## src/rtl/cccp_lut_access_arb.sv

```systemverilog
// Arbitrates host and engine access to a shared CCCP lookup table, keeping one
// table operation in flight, with per-operation timeout and a whole-table clear.
module cccp_lut_access_arb #(
    parameter int NUM_QUEUES     = 8,
    parameter int NAME_LENTH     = 32,
    parameter int VN_LENTH       = 16,
    parameter int LUT_DEPTH      = 32,
    parameter int LUT_DEPTH_BITS = 5,
    parameter int TIMEOUT        = 64,
    parameter int ENTRY_W        = NUM_QUEUES + 32 + NAME_LENTH + VN_LENTH
) (
    input  logic                      clk,
    input  logic                      reset,
    input  logic                      h_req,
    input  logic                      h_wr,
    input  logic [LUT_DEPTH_BITS-1:0] h_addr,
    input  logic [ENTRY_W-1:0]        h_wdata,
    output logic                      h_ack,
    input  logic                      e_req,
    input  logic                      e_wr,
    input  logic [LUT_DEPTH_BITS-1:0] e_addr,
    input  logic [ENTRY_W-1:0]        e_wdata,
    output logic                      e_ack,
    output logic [ENTRY_W-1:0]        rsp_rdata,
    output logic                      rsp_err,
    input  logic                      clr_req,
    output logic                      clr_busy,
    output logic                      timeout_flag,
    output logic [LUT_DEPTH_BITS-1:0] lut_rd_addr,
    output logic                      lut_rd_req,
    input  logic [ENTRY_W-1:0]        lut_rd_data,
    input  logic                      lut_rd_ack,
    output logic [LUT_DEPTH_BITS-1:0] lut_wr_addr,
    output logic                      lut_wr_req,
    output logic [ENTRY_W-1:0]        lut_wr_data,
    input  logic                      lut_wr_ack
);

    localparam int TMR_W = $clog2(TIMEOUT + 1);
    localparam logic [TMR_W-1:0]          TMR_LAST  = TMR_W'(TIMEOUT - 1);
    localparam logic [LUT_DEPTH_BITS-1:0] ADDR_LAST = LUT_DEPTH_BITS'(LUT_DEPTH - 1);

    typedef enum logic [2:0] {
        IDLE,
        ISSUE,
        WAIT,
        CLR_ISSUE,
        CLR_WAIT
    } state_t;

    state_t                      state_reg, state_next;
    logic                        last_host_reg, last_host_next;
    logic                        gnt_host_reg, gnt_host_next;
    logic                        op_wr_reg, op_wr_next;
    logic [LUT_DEPTH_BITS-1:0]   addr_reg, addr_next;
    logic [ENTRY_W-1:0]          wdata_reg, wdata_next;
    logic [TMR_W-1:0]            timer_reg, timer_next;
    logic                        clr_busy_reg, clr_busy_next;
    logic [LUT_DEPTH_BITS-1:0]   clr_addr_reg, clr_addr_next;
    logic                        h_ack_reg, h_ack_next;
    logic                        e_ack_reg, e_ack_next;
    logic [ENTRY_W-1:0]          rdata_reg, rdata_next;
    logic                        err_reg, err_next;
    logic                        tflag_reg, tflag_next;

    logic h_elig;
    logic e_elig;
    logic pick_host;
    logic ack_hit;

    // A requester being acked this cycle is still holding its level request.
    assign h_elig    = h_req && !h_ack_reg;
    assign e_elig    = e_req && !e_ack_reg;
    assign pick_host = h_elig && (!e_elig || !last_host_reg);
    assign ack_hit   = op_wr_reg ? lut_wr_ack : lut_rd_ack;

    always_ff @(posedge clk) begin
        if (reset) begin
            state_reg     <= IDLE;
            last_host_reg <= 1'b0;
            gnt_host_reg  <= 1'b0;
            op_wr_reg     <= 1'b0;
            addr_reg      <= '0;
            wdata_reg     <= '0;
            timer_reg     <= '0;
            clr_busy_reg  <= 1'b0;
            clr_addr_reg  <= '0;
            h_ack_reg     <= 1'b0;
            e_ack_reg     <= 1'b0;
            rdata_reg     <= '0;
            err_reg       <= 1'b0;
            tflag_reg     <= 1'b0;
        end else begin
            state_reg     <= state_next;
            last_host_reg <= last_host_next;
            gnt_host_reg  <= gnt_host_next;
            op_wr_reg     <= op_wr_next;
            addr_reg      <= addr_next;
            wdata_reg     <= wdata_next;
            timer_reg     <= timer_next;
            clr_busy_reg  <= clr_busy_next;
            clr_addr_reg  <= clr_addr_next;
            h_ack_reg     <= h_ack_next;
            e_ack_reg     <= e_ack_next;
            rdata_reg     <= rdata_next;
            err_reg       <= err_next;
            tflag_reg     <= tflag_next;
        end
    end

    always_comb begin
        state_next     = state_reg;
        last_host_next = last_host_reg;
        gnt_host_next  = gnt_host_reg;
        op_wr_next     = op_wr_reg;
        addr_next      = addr_reg;
        wdata_next     = wdata_reg;
        timer_next     = timer_reg;
        clr_busy_next  = clr_busy_reg;
        clr_addr_next  = clr_addr_reg;
        h_ack_next     = 1'b0;
        e_ack_next     = 1'b0;
        rdata_next     = '0;
        err_next       = 1'b0;
        tflag_next     = tflag_reg;

        if (clr_req && !clr_busy_reg) begin
            clr_busy_next = 1'b1;
            clr_addr_next = '0;
        end

        unique case (state_reg)
            IDLE: begin
                if (clr_busy_reg) begin
                    state_next = CLR_ISSUE;
                end else if (h_elig || e_elig) begin
                    state_next     = ISSUE;
                    gnt_host_next  = pick_host;
                    last_host_next = pick_host;
                    op_wr_next     = pick_host ? h_wr    : e_wr;
                    addr_next      = pick_host ? h_addr  : e_addr;
                    wdata_next     = pick_host ? h_wdata : e_wdata;
                end
            end
            ISSUE: begin
                timer_next = '0;
                state_next = WAIT;
            end
            WAIT: begin
                if (ack_hit || timer_reg == TMR_LAST) begin
                    state_next = IDLE;
                    h_ack_next = gnt_host_reg;
                    e_ack_next = !gnt_host_reg;
                    if (ack_hit) begin
                        rdata_next = op_wr_reg ? '0 : lut_rd_data;
                    end else begin
                        err_next   = 1'b1;
                        tflag_next = 1'b1;
                    end
                end else begin
                    timer_next = timer_reg + TMR_W'(1);
                end
            end
            CLR_ISSUE: begin
                timer_next = '0;
                state_next = CLR_WAIT;
            end
            CLR_WAIT: begin
                // A timed-out clear write is flagged but the sweep carries on.
                if (lut_wr_ack || timer_reg == TMR_LAST) begin
                    if (!lut_wr_ack) begin
                        tflag_next = 1'b1;
                    end
                    if (clr_addr_reg == ADDR_LAST) begin
                        clr_busy_next = 1'b0;
                        state_next    = IDLE;
                    end else begin
                        clr_addr_next = clr_addr_reg + LUT_DEPTH_BITS'(1);
                        state_next    = CLR_ISSUE;
                    end
                end else begin
                    timer_next = timer_reg + TMR_W'(1);
                end
            end
            default: state_next = IDLE;
        endcase
    end

    assign lut_rd_req   = (state_reg == ISSUE) && !op_wr_reg;
    assign lut_wr_req   = ((state_reg == ISSUE) && op_wr_reg) || (state_reg == CLR_ISSUE);
    assign lut_rd_addr  = lut_rd_req ? addr_reg : '0;
    assign lut_wr_addr  = (state_reg == CLR_ISSUE) ? clr_addr_reg :
                          (lut_wr_req ? addr_reg : '0);
    assign lut_wr_data  = ((state_reg == ISSUE) && op_wr_reg) ? wdata_reg : '0;

    assign h_ack        = h_ack_reg;
    assign e_ack        = e_ack_reg;
    assign rsp_rdata    = rdata_reg;
    assign rsp_err      = err_reg;
    assign clr_busy     = clr_busy_reg;
    assign timeout_flag = tflag_reg;

endmodule

```

## config.mk

```make
export PLATFORM = sky130hd
export DESIGN_NAME = cccp_lut_access_arb
export DESIGN_NICKNAME = d
export VERILOG_FILES = /design/src/rtl/cccp_lut_access_arb.sv
export SDC_FILE = /design/constraint.sdc
export NUM_CORES = 1
export LEC_CHECK = 0
export CAP_MARGIN = 20
export CORE_ASPECT_RATIO = 0.8
export CORE_UTILIZATION = 24
export CTS_BUF_LIST = sky130_fd_sc_hd__clkbuf_16
export DETAILED_ROUTE_END_ITERATION = 10
export GPL_TIMING_DRIVEN = 0
export SETUP_SLACK_MARGIN = 0.5
export SLEW_MARGIN = 20
export SYNTH_ARGS = -nofsm -noshare
export SYNTH_HDL_FRONTEND = slang
export SYNTH_SLANG_ARGS = --single-unit
```

## constraint.sdc

```tcl
create_clock -name clk -period 4.6 [get_ports clk]
set_clock_uncertainty 0.1 [all_clocks]
set_input_delay 0.46 -clock clk [delete_from_list [all_inputs] [get_ports clk]]
set_output_delay 0.46 -clock clk [all_outputs]
set_load 0.01 [all_outputs]
```

==> results.ini <==
[synthesis]
syn_inst=942
syn_area_um2=8300
yosys-top-cells-area=dfxtp_1 (49%), and2_1 (14%), nand2_1 (8.7%)
yosys.area.top_type=dfxtp_1
ys_async_sr_fraction_pct=0
yosys.area.top_type_share_pct=49.0
synth_nets=1228
synthFlopType=dfxtp_1
synth_warnings=0
synth_most_common_cell=dfxtp_1
yosys-top-cells-count=dfxtp_1 (203), nand2_1 (193), and2_1 (183), nor2_1 (103), a311oi_1 (75)
seq_area_frac_synth_pct=49.0
synthDistinctLibCells=49
synth_seq_cells=203
synth_area_per_cell_um2=8.81
synth-edff-count=0

[floorplan]
dieHeight_um=168
rows=60
num_io_pins=476
floorplan.initialDensity_pct=24.5
core-area_um2=33900
die_w_um=210
fp.dieArea_um2=35300

[sta]
rsz0062_at_grt=false
finalSetupViolations=0
fin_crit_sh_pct=80.2
fin_tns_setup_ns=0
fmax_ghz=0.271
worstMarginPinSlew_ns=0.790
period_needed_ns=3.69
report.final.hold_viol_count=0
max-slew-margin-rel_pct=47.4
worst_slack_ns=0.911
maxSlewViolCount=0

[critical_path]
r2r_cells=6
worst-setup-path-type=flop to output port
startpoint=state_reg[0]
reg2reg_from=e_ack
arrival_ns=3.13
crit_slowest_cell=clkdlybuf4s50_1
cp.required_ns=4.04
cp_max_fo=10
cp_cell_sequence=buf_2 -> nand2b_1 -> nor3b_1 -> buf_2 -> clkbuf_2 -> and2_1 -> clkdlybuf4s50_1
critPathLaunchType=flop
critical_path_buf_inv_count=4
critPathMaxStageDelay_ns=0.57
cp.depth=7
cp_top_family=buffers and inverters
cp-end-kind=output port
crit_path_frequent_cell=buf_2

[global_routing]
grt_pass1_wl_um=51000
antenna_found_initial=1
grtUsageTotal_pct=18.9
grt_pass1_vias=8443
grt_max_degree=15
grt-ovfl-total=0

[placed_design]
finalWeightedCongestion=0.836
preCtsSetupSlack_ns=1.41
portBuffers=474
dp_hpwl_um=27300

[route]
wl_um=34600
vias=8487
drt_first_pass_iters=5
wl_per_cell_um=18.0
post_drt_via_cell_ratio=4.41
drtIter0Drc=385
postRouteAntennaNets=0
drc=0

[worst_hold_path]
holdCritStartpoint=timer_reg[6]
min_path_cells=2
min-delay-path-class=flop to flop

[cts]
root_buffer=clkbuf_16
clk-insertion-delay-late_ns=0.53
h-tree-depth=1
cts.sinks=203
hold_buffers=0
numCtsBuffers=24
clockBufferDepth=3
path_clk_slew_ns=0.06
cts_resized=0
cts_tree=done
cts_setup_buffers=0

[power]
switching_share_pct=27.4
clockPowerShare_pct=39.7
p_comb_share_pct=19.7
p_int_w=0.00357
switchingPower_w=0.00135
power_density_nw_per_um2=341
peakVddDrop_mv=0.209
seq_power_share_pct=40.7
p_leak_nw=5.45

[status]
status=finished clean

[cells_and_area]
finalNetCount=1728
syn2layout_area_growth_pct=73.9
drive_gt1_share_pct=7.21

[flow_run]
maxCapViolations=0

[final timing paths]
path,endpoint,slack [ns]
worst max-delay path,lut_wr_data[67],0.91
worst min-delay path,timer_reg[6],0.33
worst max register to register,wdata_reg[73],2.28
worst min register to register,timer_reg[6],0.33
[through the flow]
step                      instance area, um2  hold slack, ns  utilization, %  power (W)  cells
final                                  14400           0.330            42.6    0.00492   1925
after CTS                              14400           0.303            42.6    0.00498   1922
after global routing                   14400           0.354            42.6    0.00515   1923
after floorplan                         8300           0.312               -    0.00251    942
after detailed placement               13600           0.323            40.2    0.00301   1881
after global placement                 13600           0.322            40.2    0.00300   1881
[final cells by class]
class	count	area, um2
Antenna cell	3	7.51
Clock buffer	25	626
Clock inverter	16	168
Multi-Input combinational cell	660	3850
Sequential cell	203	4060
Inverter	3	11.3
Timing Repair Buffer	474	4740
Tap cell	465	582
Buffer	76	377
Fill cell	3381	19400
[worst reg2reg max path, stage by stage, from the launching register on]
cell	delay (ns)
dfxtp_1	0.31
nor2b_1	0.20
a21o_1	0.35
buf_2	0.35
clkbuf_1	0.47
nand2_1	0.18
a311oi_2	0.28
[cells in the final DEF (no fill, tap or decap), types with 4 or more instances in the layout]
cell | Yosys | layout
clkdlybuf4s50_1 | 0 | 474
a311oi_2 | 20 | 20
a21oi_1 | 10 | 9
a311oi_1 | 75 | 75
a22o_1 | 5 | 5
clkinvlp_4 | 0 | 4
nand2b_1 | 5 | 5
clkbuf_1 | 38 | 38
nor2b_1 | 7 | 7
buf_6 | 5 | 5
inv_1 | 3 | 4
nand3_1 | 4 | 4
o311ai_0 | 4 | 4
buf_2 | 19 | 19
nor2_1 | 103 | 103
dfxtp_1 | 203 | 203
and2_1 | 183 | 183
nand2_1 | 193 | 193
buf_4 | 5 | 5
clkbuf_2 | 9 | 9
clkbuf_16 | 0 | 25
o211ai_1 | 5 | 5
[layer usage]
layer | global-route usage [%] | vias to the layer above | share of wire [%]
met2 | 31.2 | 271 | 48
li1 | - | 4175 | -
met5 | 0 | - | 0
met3 | 3.82 | 53 | 5.4
met1 | 24.8 | 3988 | 44
met4 | 5.52 | 0 | 2.5
[kinds of logic after synthesis]
group	after synthesis	synth area share, %
mux	2	0.241
flops	203	49.0
fa+ha+maj	3	0.453
simple gates	515	30.3
buf+inv	79	4.68
compound gates	140	15.4
[power groups by stage]
stage / Clock [W] / Combinational [W] / Sequential (W)
5_1_grt: 0.00206 / 0.00107 / 0.00202
3_5_place_dp: 0 / 0.000973 / 0.00204
4_1_cts: 0.00200 / 0.000977 / 0.00200
2_1_floorplan: 0 / 0.000485 / 0.00202
6_report: 0.00195 / 0.000968 / 0.00200
3_3_place_gp: 0 / 0.000967 / 0.00203
Power figures use the tool's default switching activity.
